===== src/rtl/tile_config_loader_if.sv =====
// Bitstream handshake and configuration bus between a bitstream source and
// tile_config_loader.
interface tile_config_loader_if #(
   parameter int unsigned CONFIG_WIDTH = 524,
   parameter int unsigned WORD_WIDTH   = 8
);
   logic                    start;
   logic [WORD_WIDTH-1:0]   data_in;
   logic                    data_valid;
   logic                    data_ready;
   logic [CONFIG_WIDTH-1:0] config_out;
   logic                    busy;
   logic                    done;
   logic                    error;

   modport master (
      output start, data_in, data_valid,
      input  data_ready, config_out, busy, done, error
   );

   modport slave (
      input  start, data_in, data_valid,
      output data_ready, config_out, busy, done, error
   );
endinterface


===== src/rtl/tile_config_loader.sv =====
// Loads a word-serial bitstream into a shadow register, verifies an XOR checksum
// and only then commits it atomically to the tile configuration output.
module tile_config_loader #(
   parameter int unsigned CONFIG_WIDTH = 524,
   parameter int unsigned WORD_WIDTH   = 8
) (
   input  logic          clock,
   input  logic          nreset,
   tile_config_loader_if.slave bus
);

   localparam int unsigned NUM_WORDS = (CONFIG_WIDTH + WORD_WIDTH - 1) / WORD_WIDTH;
   localparam int unsigned CNT_W     = $clog2(NUM_WORDS + 1);
   localparam logic [CNT_W-1:0] LAST_IDX = CNT_W'(NUM_WORDS - 1);

   typedef enum logic [1:0] {
      ST_IDLE  = 2'd0,
      ST_LOAD  = 2'd1,
      ST_CHECK = 2'd2
   } state_e;

   state_e                  state_q, state_d;
   logic [CNT_W-1:0]        cnt_q, cnt_d;
   logic [WORD_WIDTH-1:0]   xor_q, xor_d;
   logic [CONFIG_WIDTH-1:0] config_q, config_d;
   logic [CONFIG_WIDTH-1:0] shadow_q, shadow_d;
   logic                    done_q, done_d;
   logic                    error_q, error_d;
   logic                    ready_c;
   logic                    accept_c;
   logic                    load_word_c;

   assign ready_c  = (state_q == ST_LOAD) || (state_q == ST_CHECK);
   assign accept_c = bus.data_valid && ready_c;

   // Next-state and datapath control; start always wins over a presented word.
   always_comb begin
      state_d     = state_q;
      cnt_d       = cnt_q;
      xor_d       = xor_q;
      config_d    = config_q;
      done_d      = 1'b0;
      error_d     = error_q;
      load_word_c = 1'b0;

      if (bus.start) begin
         state_d = ST_LOAD;
         cnt_d   = '0;
         xor_d   = '0;
         error_d = 1'b0;
      end else begin
         unique case (state_q)
            ST_IDLE: ;
            ST_LOAD: begin
               if (accept_c) begin
                  load_word_c = 1'b1;
                  xor_d       = xor_q ^ bus.data_in;
                  cnt_d       = cnt_q + CNT_W'(1);
                  if (cnt_q == LAST_IDX) begin
                     state_d = ST_CHECK;
                  end
               end
            end
            ST_CHECK: begin
               if (accept_c) begin
                  state_d = ST_IDLE;
                  if (bus.data_in == xor_q) begin
                     config_d = shadow_q;
                     done_d   = 1'b1;
                  end else begin
                     error_d  = 1'b1;
                  end
               end
            end
            default: state_d = ST_IDLE;
         endcase
      end
   end

   // One shadow segment per word; the final segment keeps only the in-range bits.
   for (genvar k = 0; k < NUM_WORDS; k++) begin : g_seg
      localparam int unsigned LO  = k * WORD_WIDTH;
      localparam int unsigned SEG = ((CONFIG_WIDTH - LO) < WORD_WIDTH) ? (CONFIG_WIDTH - LO)
                                                                      : WORD_WIDTH;
      assign shadow_d[LO +: SEG] = (load_word_c && (cnt_q == CNT_W'(k)))
                                   ? bus.data_in[SEG-1:0]
                                   : shadow_q[LO +: SEG];
   end

   // Shadow contents are always fully rewritten before a commit, so no reset.
   always_ff @(posedge clock) begin
      shadow_q <= shadow_d;
   end

   always_ff @(posedge clock) begin
      if (!nreset) begin
         state_q  <= ST_IDLE;
         cnt_q    <= '0;
         xor_q    <= '0;
         config_q <= '0;
         done_q   <= 1'b0;
         error_q  <= 1'b0;
      end else begin
         state_q  <= state_d;
         cnt_q    <= cnt_d;
         xor_q    <= xor_d;
         config_q <= config_d;
         done_q   <= done_d;
         error_q  <= error_d;
      end
   end

   assign bus.data_ready = ready_c;
   assign bus.busy       = ready_c;
   assign bus.config_out = config_q;
   assign bus.done       = done_q;
   assign bus.error      = error_q;

endmodule


===== src/flat_wrapper.sv =====
// flat-port wrapper written by rule: the top's interface ports become plain ports
module tile_config_loader_flat 
#(
   parameter int unsigned CONFIG_WIDTH = 524,
   parameter int unsigned WORD_WIDTH   = 8
)
  (clock, nreset, bus_start, bus_data_in, bus_data_valid, bus_data_ready, bus_config_out, bus_busy, bus_done, bus_error);
  tile_config_loader_if #(.CONFIG_WIDTH(CONFIG_WIDTH), .WORD_WIDTH(WORD_WIDTH)) bus_i ();
  input  logic clock;
  input  logic nreset;
  input wire logic [$bits(bus_i.start)-1:0] bus_start;
  input wire logic [$bits(bus_i.data_in)-1:0] bus_data_in;
  input wire logic [$bits(bus_i.data_valid)-1:0] bus_data_valid;
  output wire logic [$bits(bus_i.data_ready)-1:0] bus_data_ready;
  output wire logic [$bits(bus_i.config_out)-1:0] bus_config_out;
  output wire logic [$bits(bus_i.busy)-1:0] bus_busy;
  output wire logic [$bits(bus_i.done)-1:0] bus_done;
  output wire logic [$bits(bus_i.error)-1:0] bus_error;
  assign bus_i.start = bus_start;
  assign bus_i.data_in = bus_data_in;
  assign bus_i.data_valid = bus_data_valid;
  assign bus_data_ready = bus_i.data_ready;
  assign bus_config_out = bus_i.config_out;
  assign bus_busy = bus_i.busy;
  assign bus_done = bus_i.done;
  assign bus_error = bus_i.error;
  tile_config_loader #(.CONFIG_WIDTH(CONFIG_WIDTH), .WORD_WIDTH(WORD_WIDTH)) u_core (.clock(clock), .nreset(nreset), .bus(bus_i));
endmodule

===== config.mk =====
export PLATFORM = sky130hd
export DESIGN_NAME = tile_config_loader_flat
export DESIGN_NICKNAME = d
export VERILOG_FILES = /design/src/rtl/tile_config_loader_if.sv /design/src/rtl/tile_config_loader.sv /design/src/flat_wrapper.sv
export SDC_FILE = /design/constraint.sdc
export NUM_CORES = 1
export LEC_CHECK = 0
export CORE_MARGIN = 2
export CORE_UTILIZATION = 49
export CTS_CLUSTER_SIZE = 30
export DETAILED_ROUTE_END_ITERATION = 12
export GPL_TIMING_DRIVEN = 0
export PLACE_DENSITY = 0.87
export SKIP_LAST_GASP = 1
export SLEW_MARGIN = 20
export SYNTH_ARGS = -nofsm -noshare
export SYNTH_HDL_FRONTEND = slang
export SYNTH_SLANG_ARGS = --single-unit

===== constraint.sdc =====
create_clock -name clock -period 1.95 [get_ports clock]
set_input_delay 0.2925 -clock clock [delete_from_list [all_inputs] [get_ports clock]]
set_output_delay 0.2925 -clock clock [all_outputs]
set_load 0.1 [all_outputs]

==> run metrics, run 1 <==
synthesized instance count between 3000 and 4000; final setup fails roughly 1000; Max-Cap Viols 0; Initial DRC Count approximately 2100; Final ANT Viol Nets 0; status complete, but fails checks; FMAX around 450 MHz; RSZ-0062 raised after global routing yes; final wirelength 120000 µm; chip width roughly 280 µm; # port buffers between 500 and 600; delay-heaviest family, CP buffers and inverters; Ys Warns 0; vias in the first global route 26400; TritonCTS buffer count 104; largest net degree at the start of global routing 45; Tmin final between 2 and 2.5 ns; Ports 540; crit path max fanout 36; Slowest cell on crit path clkbuf_8; utilization of the core after routing between 60% and 70%; Vias 26600; CTS tree built; Initial Utilization between 40% and 50%; Slew @ Worst Pin 0.910 ns; clock sinks approximately 1100; # H-tree levels 3; Max VDD drop about 700 µV; GRT overflow 0; Seq. cell area between 0.02 and 0.03 mm²; arrival time at the worst endpoint 2.78 ns; Slew Limit Fails 0; Tot GR Track Use 28.2%; Synth top area share approximately two fifths; Pleak roughly 18 nW; DRC violations left 0; Die Area between 0.07 and 0.08 mm²; area growth from synthesis to layout 33.4%; pwr/cell area 906 mW/mm²; worst skew pair latency between 0.6 and 0.7 ns; Avg Synthesized Cell Area ~12 µm²; routability congestion estimate from global placement a little over 0.8; ranking of synthesized cells by area edfxtp_1 42%, dfxtp_1 29%, mux2i_1 14%; Synth area leader edfxtp_1; Seq cells post-synth approximately 1100; die span in y between 200 and 300 µm; most common cell after layout, fill and taps aside nand2_1; per-cell routed wire length 24.4 µm; CP Cell Sequence clkbuf_8 -> buf_16 -> xnor2_1 -> nand4_1 -> nor4_4 -> buf_6 -> buf_12 -> buf_4 -> buf_12 -> clkbuf_16 -> mux2i_1; hold_ws 0.0467 ns; synth unique cells 30; total design power about 45 mW; Worst Setup Start Kind primary input; clk slew on worst S/H paths around 0.070 ns; HPWL Detailed about 70000 µm; Setup WS post-layout -0.288 ns; Worst EP required around 2.5 ns; via/cell ratio ~5.4; Hold Violations, Final 0; CP peak stage delay approximately 0.36 ns; CP bufs+invs 7; commonest non-fill, non-tap cells in the layout 1066 x nand2_1, 531 x dfxtp_1, 529 x clkbuf_2; Hold Crit Class in2reg; Cell Area, Synth 0.0376 mm²; Worst Skew 0.0239 ns; failing checks setup timing; Final Cycle Share 115%; multi-input gate area in the final layout 0.0112 mm²; CTS Hold Bufs 0; Slew headroom slightly below 40%; register area share after synthesis a little over two thirds; total core area 0.0759 mm²; initial antenna violation count 4; CTS max path bufs 3; Root Buffer clkbuf_16; crit path kind in2reg; share of cells above drive strength 1 approximately 27%; Row Count about 100; Synthesized Nets 3032; kind of end point of the critical path flip-flop; TritonRoute pass-1 iters 6; Filler cells about 5200; Nets between 3000 and 4000; first-pass GRT wire length about 160000 µm; cell mode on critical path buf_12
-- final timing paths --
check | cells after the start | endpoint | startpoint | slack, ns
hold reg to reg | 2 | u_core.bus.config_out[412] | u_core.bus.config_out[412] | 0.46
setup reg to reg | 9 | u_core.bus.config_out[335] | u_core.xor_q[2] | -0.27
hold / removal | 1 | u_core.shadow_q[422] | bus_data_in[6] | 0.05
setup / recovery | 11 | u_core.bus.config_out[335] | bus_data_in[2] | -0.29
-- report_power, final --
part           total, mW  switching (mW)  internal [mW]
Sequential          23.5         0.00778           23.5
Combinational       1.26           0.983          0.272
Clock               20.7            8.69           12.0
-- cell usage after synthesis --
cell type / number
a21o_1: 1
a21oi_1: 5
and2_1: 5
and3_1: 1
and4b_1: 1
buf_2: 23
buf_4: 36
clkbuf_1: 130
dfxtp_1: 543
edfxtp_1: 524
ha_1: 7
inv_1: 5
mux2i_1: 524
nand2_1: 1079
nand2b_1: 2
nand3_1: 7
nand3b_1: 1
nand4_1: 4
nor2_1: 82
nor2b_1: 2
nor3_1: 1
nor4_1: 2
o2111ai_1: 1
o21a_1: 1
o21ai_0: 1
or3_1: 1
or3b_2: 2
or4_1: 1
xnor2_1: 10
xor2_1: 11
-- sequential cells by signal, summed over array words and instances, names as in the netlist --
name	count
u_core.cnt_q	7
u_core.shadow_q	524
u_core.bus.config_out	524
u_core.xor_q	8
u_core.state_q	2
u_core.bus.done	1
u_core.bus.error	1
-- per-layer routing --
metal | vias to the layer above | routed length (µm) | track usage, %
met2 | 1332 | 59400 | 48.0
li1 | 11800 | - | -
met4 | 2 | 6770 | 15.7
met3 | 354 | 9400 | 5.94
met1 | 13200 | 44500 | 33.4
met5 | - | 16 | 0
-- what timing repair did --
item	CTS	global route
pin swaps	14	44
gates resized for setup	715	1269
buffers inserted	26	67
gates cloned	23	37
setup endpoints to repair	1574	1577
-- area by class of cell --
type                       count  share of cell area, %
sequential                  1067                   53.0
multi-input combinational   1752                   22.2
timing repair buffer         697                   12.0
clock buffer                 156                   6.13
buffer                       177                   2.99
tap                         1030                   2.57
clock inverter                41                  0.947
inverter                       5                 0.0374
antenna                        2                0.00997
-- cell families (layout without fill, tap and decap cells) --
family                     Yosys count  after routing  share of synthesized area [%]
xor gates and xnor gates            21             21                          0.489
other                                0              2                              0
buffers and inverters              194           1076                           2.37
adders and majority gates            7              7                          0.233
muxes                              524            524                           13.9
AOI/OAI and AO/OA                    9              9                          0.143
and+or+nand+nor                   1191           1191                           12.1
DFF                               1067           1067                           70.7
-- stage by stage --
| step | setup WS (ns) | cell area [µm²] | setup TNS (ns) | std cells |
|---|---|---|---|---|
| global route | -0.333 | 50200 | -172.71 | 4927 |
| finish | -0.288 | 50200 | -114.28 | 4927 |
| detailed placement | -1.70 | 45100 | -957.34 | 4589 |
| CTS | -0.309 | 49800 | -273.90 | 4834 |
| global placement | -4.33 | 44900 | -3784.96 | 4581 |
| floorplan | -0.0768 | 38300 | -24.92 | 3013 |
Note: power is estimated with default switching activity, not from simulation.
==> inputs of run 2 (changes only) <==
- SLEW_MARGIN: 20 -> unset
==> run metrics, run 2 (same netlist as run 1, synthesis figures left out) <==
final setup fails slightly below 1000; WHS Path Cells 1; per-cell routed wire length approximately 24 µm; CTS max path bufs 3; Tmin final between 2 and 2.5 ns; status complete, but fails checks; Seq. cell area roughly 0.027 mm²; Initial DRC Count 2190; utilization of the core after routing 68.7%; Nets between 3000 and 4000; CTS tree built; Hold Crit Class in2reg; TritonRoute pass-1 iters 5; RSZ-0062 raised after global routing yes; arrival time at the worst endpoint approximately 2.8 ns; # port buffers ~540; chip width approximately 280 µm; Final Cycle Share 113%; Worst Skew 0.0295 ns; share of cells above drive strength 1 between 20% and 30%; Setup WS post-layout -0.262 ns; crit path kind in2reg; Max VDD drop about 890 µV; Tot GR Track Use 27.5%; area growth from synthesis to layout 38.7%; Slew @ Worst Pin roughly 0.88 ns; via/cell ratio between 5 and 6; GRT overflow 0; Die Area a little under 0.08 mm²; vias in the first global route around 26000; commonest non-fill, non-tap cells in the layout 1066 x nand2_1, 534 x dfxtp_1, 524 x edfxtp_1; crit path max fanout 24; largest net degree at the start of global routing 45; final wirelength 118000 µm; Max-Cap Viols 0; initial antenna violation count 5; routability congestion estimate from global placement 0.808; HPWL Detailed around 70000 µm; multi-input gate area in the final layout around 0.011 mm²; Slew Limit Fails 0; Row Count around 100; placed cells between 4000 and 5000; hold_ws around 0.035 ns; Worst EP required 2.51 ns; Slew headroom 41.1%; first-pass GRT wire length roughly 160000 µm; Filler cells between 4000 and 5000; Ports 540; sum of negative setup slack -66.01 ns; total core area 0.0759 mm²; Finished Layout Cells 4884; Worst Setup Start Kind primary input; R2R depth 8; CTS Hold Bufs 0; clk slew on worst S/H paths approximately 0.070 ns; most common cell after layout, fill and taps aside nand2_1; TritonCTS buffer count approximately 100; worst skew pair latency between 0.6 and 0.7 ns; DRC violations left 0; failing checks setup timing; FMAX roughly 450 MHz; Pleak ~17 nW; pwr/cell area about 860 mW/mm²; kind of end point of the critical path flip-flop; Final ANT Viol Nets 0; Placement Cell Area approximately 0.045 mm²; Hold Violations, Final 0; Vias around 26000; die span in y 281 µm; clock sinks 1067; # H-tree levels 3; Initial Utilization 49.5%; fin area roughly 0.052 mm²; Root Buffer clkbuf_16
run 2: repair_timing:
action	4_1_cts	5_1_grt
endpoints found under the setup margin	1575	1066
pin swaps	35	39
resized for setup	1746	149
buffers inserted	47	14
cloned	1	41
run 2: metal layers:
metal | vias to the layer above | global-route usage (%) | share of wire [%]
met5 | - | 0 | 0.014
met4 | 2 | 13.8 | 5.9
met3 | 360 | 5.69 | 7.4
met2 | 1244 | 47.1 | 49
met1 | 13000 | 32.8 | 38
li1 | 11700 | - | -
run 2: path summary, 6_finish.rpt:
check                                           startpoint                    endpoint  slack (ns)
worst max register to register             u_core.xor_q[3]  u_core.bus.config_out[218]       -0.24
worst max-delay path                        bus_data_in[6]  u_core.bus.config_out[218]       -0.26
worst min register to register  u_core.bus.config_out[240]  u_core.bus.config_out[240]        0.46
worst min-delay path                        bus_data_in[0]        u_core.shadow_q[176]        0.04
run 2: worst max-delay path, stage by stage:
cell and delay (ns):
buf_4 0.38, buf_16 0.27, xnor2_1 0.16, nand4_1 0.20
nor4_4 0.38, buf_6 0.18, buf_12 0.16, clkbuf_16 0.21
buf_6 0.18, mux2i_1 0.29
run 2: layout make-up:
cell class              instances  share of cell area, %
diodes                          2                0.00959
plain buffers                 186                   3.09
clock buffers                 142                   5.49
clock inverters                52                  0.998
inverters                       5                 0.0360
multi-input cells            1752                   21.3
flip-flops and latches       1067                   51.0
well taps                    1030                   2.47
repair buffers                648                   15.6
run 2: stage by stage:
stage	power, mW	setup slack [ns]
floorplan	24.5	-0.0768
global placement	25.1	-4.33
detailed placement	25.1	-1.65
CTS	44.8	-0.244
global route	45.8	-0.307
finish	44.8	-0.262
run 2: report_power, final:
| part | leakage (nW) | internal [mW] | switching, mW |
|---|---|---|---|
| sequential | 9.08 | 23.5 | 0.00621 |
| combinational | 6.58 | 0.276 | 0.982 |
| clock | 1.67 | 11.3 | 8.75 |
